==> config.mk <==
export PLATFORM = sky130hd
export DESIGN_NAME = uart_tx_ctrl
export DESIGN_NICKNAME = d
export VERILOG_FILES = /design/src/rtl/uart_tx_ctrl.sv
export SDC_FILE = /design/constraint.sdc
export NUM_CORES = 1
export LEC_CHECK = 0
export BUFFER_PORTS_ARGS = -buffer_cell sky130_fd_sc_hd__buf_2
export CAP_MARGIN = 20
export CORE_AREA = 2 2 39 41
export DETAILED_ROUTE_END_ITERATION = 6
export DIE_AREA = 0 0 41 43
export PLACE_DENSITY = 0.49
export SLEW_MARGIN = 25
export SYNTH_ARGS = -nofsm -noshare
export SYNTH_HDL_FRONTEND = slang
export SYNTH_SLANG_ARGS = --single-unit
==> constraint.sdc <==
create_clock -name clk -period 1.5 [get_ports clk]
set_clock_uncertainty 0.1 [all_clocks]
set_input_delay 0.45 -clock clk [delete_from_list [all_inputs] [get_ports clk]]
set_output_delay 0.45 -clock clk [all_outputs]
set_load 0.01 [all_outputs]
==> src/rtl/uart_tx_ctrl.sv <==
// ---------------------------------------------------------------------------
// uart_tx_ctrl
//   Frame controller for a UART transmitter. It sequences
//   START -> DATA (8 bits) -> [PARITY] -> STOP and drives the line from the
//   current state. The bit values come from an external serializer through
//   ser_data, and this block enables that serializer with ser_en.
//
//   Optional feature: define UART_TX_PARITY_EN to add the PARITY state, the
//   par_typ port and the parity latch. The frame is then 11 clk long. In the
//   default build the frame is 10 clk long.
//
// Ports
//   clk        in   baud-rate clock, rising edge
//   rest       in   asynchronous active-high reset
//   data_valid in   one-cycle request to send p_data (honoured in IDLE/STOP)
//   p_data     in   [7:0] byte to send
//   par_typ    in   0 = even, 1 = odd parity (UART_TX_PARITY_EN only)
//   ser_data   in   current serialized data bit
//   ser_done   in   serializer completion flag (observed only)
//   ser_en     out  serializer shift enable, high for the 8 DATA cycles
//   tx_out     out  UART line, idle/stop high
//   busy       out  high whenever a frame is in progress
// ---------------------------------------------------------------------------
module uart_tx_ctrl (
  input  logic       clk,
  input  logic       rest,
  input  logic       data_valid,
  input  logic [7:0] p_data,
`ifdef UART_TX_PARITY_EN
  input  logic       par_typ,
`endif
  input  logic       ser_data,
  input  logic       ser_done,
  output logic       ser_en,
  output logic       tx_out,
  output logic       busy
);

  typedef enum logic [2:0] {
    IDLE   = 3'd0,
    START  = 3'd1,
    DATA   = 3'd2,
`ifdef UART_TX_PARITY_EN
    PARITY = 3'd3,
`endif
    STOP   = 3'd4
  } state_t;

  state_t     state_reg;
  state_t     state_next;
  logic [2:0] bit_cnt_reg;

  // ser_done is informational only. The frame length is fixed by the bit
  // counter, so this flag is never used for a transition.
  logic       unused_ser_done;
  assign unused_ser_done = ser_done;

  // A new frame is accepted only in IDLE or STOP. This makes back-to-back
  // frames possible with no idle gap between them.
  logic       accept;
  assign accept = data_valid && ((state_reg == IDLE) || (state_reg == STOP));

  // State register
  always_ff @(posedge clk or posedge rest) begin
    if (rest) begin
      state_reg <= IDLE;
    end else begin
      state_reg <= state_next;
    end
  end

  // Next-state logic
  always_comb begin
    state_next = state_reg;
    case (state_reg)
      IDLE:   state_next = data_valid ? START : IDLE;
      START:  state_next = DATA;
`ifdef UART_TX_PARITY_EN
      DATA:   state_next = (bit_cnt_reg == 3'd7) ? PARITY : DATA;
      PARITY: state_next = STOP;
`else
      DATA:   state_next = (bit_cnt_reg == 3'd7) ? STOP : DATA;
`endif
      STOP:   state_next = data_valid ? START : IDLE;
      default: state_next = IDLE;
    endcase
  end

  // Bit counter. It is held at zero outside DATA, so it is always clear on
  // entry to DATA. It counts 0..7 and then wraps.
  always_ff @(posedge clk or posedge rest) begin
    if (rest) begin
      bit_cnt_reg <= 3'd0;
    end else if (state_reg == DATA) begin
      bit_cnt_reg <= bit_cnt_reg + 3'd1;
    end else begin
      bit_cnt_reg <= 3'd0;
    end
  end

`ifdef UART_TX_PARITY_EN
  // The parity bit is captured together with the request. p_data and
  // par_typ only need to be valid on the accepting edge.
  logic par_bit_reg;

  always_ff @(posedge clk or posedge rest) begin
    if (rest) begin
      par_bit_reg <= 1'b0;
    end else if (accept) begin
      par_bit_reg <= par_typ ? ~(^p_data) : (^p_data);
    end
  end
`else
  // Without parity, p_data is carried by the external serializer only.
  logic       unused_accept;
  logic [7:0] unused_p_data;
  assign unused_accept = accept;
  assign unused_p_data = p_data;
`endif

  // Output decode
  always_comb begin
    tx_out = 1'b1;
    ser_en = 1'b0;
    busy   = 1'b1;
    case (state_reg)
      IDLE:   busy   = 1'b0;
      START:  tx_out = 1'b0;
      DATA: begin
        tx_out = ser_data;
        ser_en = 1'b1;
      end
`ifdef UART_TX_PARITY_EN
      PARITY: tx_out = par_bit_reg;
`endif
      STOP:   tx_out = 1'b1;
      default: begin
        tx_out = 1'b1;
        busy   = 1'b0;
      end
    endcase
  end

endmodule

[Yosys cells after proc, flatten, opt, wreduce, memory -nomap -nowiden]
Index checks and enable logic that the tools add are counted.
Storage, ports and cells
  bits in registers: 6
  output and inout port bits: 3
  word-level logic and storage cells: 17
  input bits: 13
Cells by class
  reductions and logical operators: 3
  mux-type cells: 7
  equality and inequality tests: 4
  add/sub/neg operators: 1
Operators with widths (number)
  $pmux 3 s3: 1
  $eq 3x3->1 const B: 2
  $mux 3: 2
  $add 3x1->3 const B: 1
  $eq 3x1->1 const B: 1
  $eq 3x2->1 const B: 1
  $logic_not 3->1: 1
  $mux 1: 3
  $reduce_or 3->1: 1
  $pmux 1 s2: 1
  $reduce_or 2->1: 1

[Longest topological paths before layout]
Gate-level depths: netlist of the first run.
  depth in word-level cells: 3
  mapped depth: 4
  depth with buffers taken out: 4

[Worst setup path after synthesis of the first run]
Ideal clock, no wire load.
  path type: reg2out
  start point: reg state_reg[0]
  end point: out busy
  buffers on the path: 0
  stages on the path, launching flop included: 3
  data required time: 0.950 ns
  data arrival time: 0.886 ns
  slack: 0.064 ns
  cell sequence: dfrtp_1 and2b_4 o31a_1
On the way
  cells in the longest elaborated chain, start to end: 3
  elaborated cells between the ends (all ways): 5
  those cells by class: eq/ne: 3; mux: 1; reduce/logical: 1
RTL lines
  from (decl): RTL line 49  | state_t state_reg;
  from (signal assigned): RTL line 68  | state_reg <= state_next;
  $eq 3x3->1, or another cell as far along: RTL line 126  | case (state_reg)
  $reduce_or 3->1 (no source line) (*)
  $mux 1 (*): RTL line 126
  to (decl): RTL line 36  | output logic busy
Every way passes the cells marked *; elsewhere a longest branch is shown, timed or not.

[Worst setup path in the final report of the first run]
Ends and elaborated chain as after synthesis.

==> impl_metrics.tcl, run 1 <==
set metrics [dict create \
    syn_area_per_cell_um2 12.7 \
    grt_max_degree 7 \
    clkTransAtPathRegs_ps 40 \
    placed_area_um2 365 \
    clock-sinks 6 \
    start_kind "register" \
    core_area_mm2 0.00138 \
    setup_tns_ps -740 \
    finalCriticalPeriod_ps 1790 \
    drv_slew 0 \
    hold_viol 0 \
    cts.path.max_buffers 2 \
    drtIter0Drc 1 \
    postRouteWirelength_um 491 \
    synth-compound-area-share_pct 10.7 \
    synth_commonest_cells "6 x dfrtp_1, 3 x and2_1, 3 x nor3b_1" \
    yosys.area_share.simple_pct 28.2 \
    numCtsBuffers 3 \
    path_max_fanout 6 \
    setup_ws_ps -286 \
    layout.nets 52 \
    ys_top_cells_by_area "dfrtp_1 51%, ha_1 8.5%, nor3b_1 7.7%, and2_1 6.4%, nor3b_4 6.4%" \
    required_ps 950 \
    grt_pass1_wl_um 890 \
    ys_types 12 \
    io_buffers 6 \
    first_pass_iters 3 \
    synthMuxAreaShare_pct 0 \
    utilization_pct 28.4 \
    ys_ff_latch 6 \
    cts_root_buf "clkbuf_4" \
    synthXorXnorAreaFrac_pct 0 \
    htreeDepth 1 \
    finalCritPeriodShare_pct 119 \
    pin_count 16 \
    cp-end-kind "output pin" \
    dp.cells 48 \
    power_density_mw_per_mm2 1770 \
    die_area_mm2 0.00176 \
    grt_overflow 0 \
    p_leak_nw 0.195 \
    ys.flop_type "dfrtp_1" \
    num_antenna_cells 0 \
    violations "setup timing" \
    fin_hold_ws_ps 9.10 \
    rsz0062_at_grt "true" \
    vias 209 \
    synth_edf_count 0 \
    gp_congestion 0.536 \
    max_freq_mhz 560 \
    synth_top_family_by_area "simple AND/OR/NAND/NOR gates" \
    synth_top_cell_by_area "dfrtp_1" \
    via_per_inst 4.10 \
    clk_latency_ps 240 \
    ys_warn_count 0 \
    wire_per_inst_um 9.63 \
    cts_hold_buf 0 \
    ir_drop_mv 0.491 \
    yosysSeqAreaShare_pct 51.3 \
    slew_headroom_pct 85.1 \
    pre_cts_ws_ps -38.5 \
    cap_violations 0 \
    rows 14 \
    worstMarginPinSlew_ps 223 \
    first_global_vias 223 \
    start_util_pct 21.2 \
    async_reset_ff_share_pct 100 \
    setup_viol 3 \
    worst_ep_arrival_time_ps 1240 \
    drc 0 \
    die_h_um 43 \
    place_hpwl_um 405 \
    antenna_found_initial 0 \
    synthCells 23 \
    final-seq-area_um2 151 \
    cts_tree "built" \
    fin_area_um2 393 \
    multi_input_area_um2 139 \
    yosysTopAreaCellShare_pct 51.3 \
    fillers 151 \
    grtUsageTotal_pct 8.21 \
    synth-adder-area-share_pct 8.55 \
    crit_type "register to output pin" \
    fin_cells 51 \
    die_w_um 41 \
    syn_nets 38 \
    status "finished, violations left" \
    min-delay-path-class "primary input to asynchronous set/reset pin" \
    ant_nets 0 \
    area_delta_synth_final_pct 34.2 \
    yosysMostFrequentCell "dfrtp_1" \
    total_power_uw 696 \
    synth_area_um2 293 \
    drive_above_1_share_pct 45.7 \
]
## cells in the final DEF, fill, tap and decap left out
cell type and instances:
and2_1 3, and2b_4 1, buf_2 6, buf_4 2, buf_6 1, clkbuf_4 3
dfrtp_1 5, dfrtp_2 1, ha_1 2, inv_1 1, nor2b_1 2, nor3b_1 3
nor3b_4 1, o21ai_0 1, o21ba_2 1, o21bai_1 1, o31a_1 1
## worst max-delay path, stage by stage (launching register included)
cell	delay, ps
dfrtp_2	430
and2b_4	180
o31a_1	240
buf_2	140
## where the power goes
group	leakage [nW]	internal, mW	switching (mW)	total [mW]
Sequential	0.0782	0.213	0.0400	0.253
Clock	0.0138	0.0903	0.0552	0.146
Combinational	0.103	0.180	0.118	0.298
## repair_timing
item	4_1_cts	5_1_grt
endpoints found under the hold margin	0	0
pin swaps	2	2
endpoints found under the setup margin	3	3
buffers inserted	0	0
gates resized for setup	2	0
## layout make-up
cell class | count | area share, %
clock buffer | 3 | 5.73
inverter | 1 | 0.955
multi-input combinational | 16 | 35.4
sequential | 6 | 38.5
tap | 16 | 5.10
timing repair buffer | 9 | 14.3
## kinds of logic (layout without fill, tap and decap cells)
| kind of cell | count (synthesis) | in the layout |
|---|---|---|
| AND/OR/NAND/NOR | 10 | 10 |
| buffers and inverters | 1 | 13 |
| flip-flops | 6 | 6 |
| adder cells (fa/ha/maj) | 2 | 2 |
| AO/OA/AOI/OAI | 4 | 4 |
## per-layer routing
layer / vias up / share of wire (%) / GRT usage, % / wire length, µm
met4: 0 / 2.0 / 8.00 / 10
li1: 103 / - / - / -
met2: 9 / 44 / 9.69 / 216
met1: 95 / 45 / 10.6 / 223
met5: - / 0 / 0 / 0
met3: 2 / 8.4 / 3.14 / 41
## final timing paths
kind | slack, ps | from | depth (start not counted) | endpoint
worst max-delay path | -290 | state_reg[0]$_DFF_PP0_ | 3 | busy
worst min-delay path | 9 | rest | 2 | bit_cnt_reg[2]$_DFF_PP0_
worst max register to register | 260 | bit_cnt_reg[0]$_DFF_PP0_ | 4 | state_reg[1]$_DFF_PP0_
worst min register to register | 330 | bit_cnt_reg[0]$_DFF_PP0_ | 1 | bit_cnt_reg[0]$_DFF_PP0_
max in group asynchronous | 1090 | rest | 2 | state_reg[0]$_DFF_PP0_
min in group clk | 330 | bit_cnt_reg[0]$_DFF_PP0_ | 1 | bit_cnt_reg[0]$_DFF_PP0_
Note: power is estimated with default switching activity, not from simulation.
==> inputs of run 2 (changes only) <==
--- a/config.mk
+++ b/config.mk
@@ -5,12 +5,14 @@
 export SDC_FILE = /design/constraint.sdc
 export NUM_CORES = 1
 export LEC_CHECK = 0
+export ABC_AREA = 1
 export BUFFER_PORTS_ARGS = -buffer_cell sky130_fd_sc_hd__buf_2
 export CAP_MARGIN = 20
 export CORE_AREA = 2 2 39 41
 export DETAILED_ROUTE_END_ITERATION = 6
 export DIE_AREA = 0 0 41 43
-export PLACE_DENSITY = 0.49
+export PLACE_DENSITY = 0.48
+export SKIP_LAST_GASP = 1
 export SLEW_MARGIN = 25
 export SYNTH_ARGS = -nofsm -noshare
 export SYNTH_HDL_FRONTEND = slang
==> impl_metrics.tcl, run 2 <==
set metrics [dict create \
    status "finished, violations left" \
    violations "setup timing" \
    worst-r2r-cell-count 5 \
    io_buffers 6 \
    finalCritPeriodShare_pct 110 \
    layout_commonest_cell "inv_1" \
    grtUsageTotal_pct 7.27 \
    postRouteWirelength_um 438 \
    cap_violations 0 \
    max_stage_delay_ps 430 \
    ir_drop_mv 0.456 \
    layout.nets 61 \
    clock-sinks 6 \
    ys_warn_count 0 \
    grt_pass1_wl_um 765 \
    cp-end-kind "output pin" \
    core_area_mm2 0.00138 \
    hold_viol 0 \
    start_util_pct 20.3 \
    path_max_fanout 4 \
    antenna_found_initial 0 \
    synth_top_family_by_area "simple AND/OR/NAND/NOR gates" \
    gp_congestion 0.603 \
    ys_types 9 \
    worstMarginPinSlew_ps 228 \
    fin_hold_ws_ps 13.5 \
    area_delta_synth_final_pct 39.3 \
    async_reset_ff_share_pct 100 \
    worst_ep_arrival_time_ps 1100 \
    final_cell_mix "7 x inv_1, 6 x buf_2, 5 x nor2_1" \
    synth-adder-area-share_pct 8.93 \
    cts_root_buf "clkbuf_4" \
    grt_overflow 0 \
    synth_edf_count 0 \
    yosys.area_share.simple_pct 28.1 \
    drc 0 \
    drive_above_1_share_pct 40.9 \
    r2r_slack_ps 370 \
    ys_ff_latch 6 \
    clk_latency_ps 240 \
    first_pass_iters 1 \
    dp.cells 54 \
    wire_per_inst_um 7.30 \
    worstPathCellList "buf_4 -> nand3_2 -> nand2_1 -> nand2_1 -> buf_2" \
    yosysMostFrequentCell "inv_1" \
    die_h_um 43 \
    p_leak_nw 0.216 \
    cts.path.max_buffers 2 \
    max_freq_mhz 605 \
    slew_headroom_pct 84.8 \
    pin_count 16 \
    synthCells 31 \
    crit_path_frequent_cell "nand2_1" \
    place_hpwl_um 340 \
    cts_tree "built" \
    htreeDepth 1 \
    min-delay-path-class "primary input to asynchronous set/reset pin" \
    setup_viol 3 \
    crit_type "register to output pin" \
    numCtsBuffers 3 \
    synth_area_um2 280 \
    power_density_mw_per_mm2 1800 \
    synth_top_cell_by_area "dfrtp_1" \
    clkTransAtPathRegs_ps 50 \
    start_kind "register" \
    synthMuxAreaShare_pct 0 \
    synthXorXnorAreaFrac_pct 0 \
    rsz0062_at_grt "true" \
    grt_max_degree 7 \
    finalCriticalPeriod_ps 1650 \
    ys.flop_type "dfrtp_1" \
    via_per_inst 3.87 \
    yosysTopAreaCellShare_pct 53.6 \
    die_w_um 41 \
    drv_slew 0 \
    required_ps 950 \
    rows 14 \
    vias 232 \
    slowest_stage "dfrtp_2" \
    yosysSeqAreaShare_pct 53.6 \
    setup_ws_ps -153 \
    die_area_mm2 0.00176 \
    syn_area_per_cell_um2 9.04 \
    ant_nets 0 \
    drtIter0Drc 0 \
    syn_nets 46 \
    num_antenna_cells 0 \
    fin_cells 60 \
    ys_top_cells_by_area "dfrtp_1 54%, inv_1 9.4%, ha_1 8.9%, nand3_1 7.1%, nor2_1 6.7%" \
    synth_commonest_cells "7 x inv_1, 6 x dfrtp_1, 5 x nor2_1" \
    synth-compound-area-share_pct 0 \
    first_global_vias 227 \
    cts_hold_buf 0 \
]
## run 2: cell count changes in the layout (fill, tap and decap cells not counted), sizes merged, moves of 3 or more
cell,before,now
nor2,0,6
inv,1,7
and2,3,0
nand2,0,5
nor3b,4,1
nand3,0,4
## run 2: worst max-delay path: cells and delay by family (launching register included)
family | cells | cell delay (ps)
DFF | 1 | 430
and+or+nand+nor | 3 | 190
buffers and inverters | 2 | 260
## run 2: power by group
part           switching [mW]  internal (mW)  leakage (nW)
registers              0.0449          0.215        0.0771
clock network          0.0539         0.0902        0.0138
logic                   0.145          0.154         0.125
total                   0.244          0.459         0.216
## run 2: per-layer routing
| metal | vias up | wire length (µm) | GRT usage [%] |
|---|---|---|---|
| met3 | 0 | 29 | 4.71 |
| li1 | 121 | - | - |
| met4 | 0 | 0 | 8.00 |
| met2 | 5 | 221 | 10.6 |
| met5 | - | 0 | 0 |
| met1 | 106 | 187 | 5.57 |
## run 2: layout make-up
class / count / area, µm²
Clock buffer: 3 / 22.5
Multi-Input combinational cell: 18 / 109
Tap cell: 16 / 20.0
Sequential cell: 6 / 153
Inverter: 7 / 26.3
Fill cell: 155 / 993
Timing Repair Buffer: 10 / 60.1
## run 2: worst paths after layout
path,start,endpoint
max,state_reg[0]$_DFF_PP0_,tx_out
min,rest,bit_cnt_reg[1]$_DFF_PP0_
max reg2reg,state_reg[2]$_DFF_PP0_,bit_cnt_reg[0]$_DFF_PP0_
min reg2reg,bit_cnt_reg[0]$_DFF_PP0_,bit_cnt_reg[0]$_DFF_PP0_
max in group asynchronous,rest,state_reg[0]$_DFF_PP0_
min in group clk,bit_cnt_reg[0]$_DFF_PP0_,bit_cnt_reg[0]$_DFF_PP0_
## run 2: cell families (layout without fill, tap and decap cells)
logic type | count (synthesis) | count (layout)
adders and majority gates | 2 | 2
buffers and inverters | 7 | 20
DFF | 6 | 6
and+or+nand+nor | 16 | 16
## run 2: what timing repair did
item | CTS | global route
resized for setup | 2 | 1
setup buffers | 3 | 0
setup endpoints to repair | 3 | 3
pin swaps | 2 | 1
cloned | 0 | 0
## run 2: stage by stage
step / instance area, µm² / worst slack [ps] / total power [mW] / utilization [%] / TNS (ps)
5_1_grt: 390 / -233 / 0.777 / 28.2 / -600
4_1_cts: 389 / -184 / 0.724 / 28.1 / -474
3_3_place_gp: 338 / 87.1 / 0.508 / 24.4 / 0
6_report: 390 / -153 / 0.703 / 28.2 / -372
2_1_floorplan: 280 / 189 / 0.412 / - / 0
3_5_place_dp: 338 / 79.6 / 0.511 / 24.4 / 0
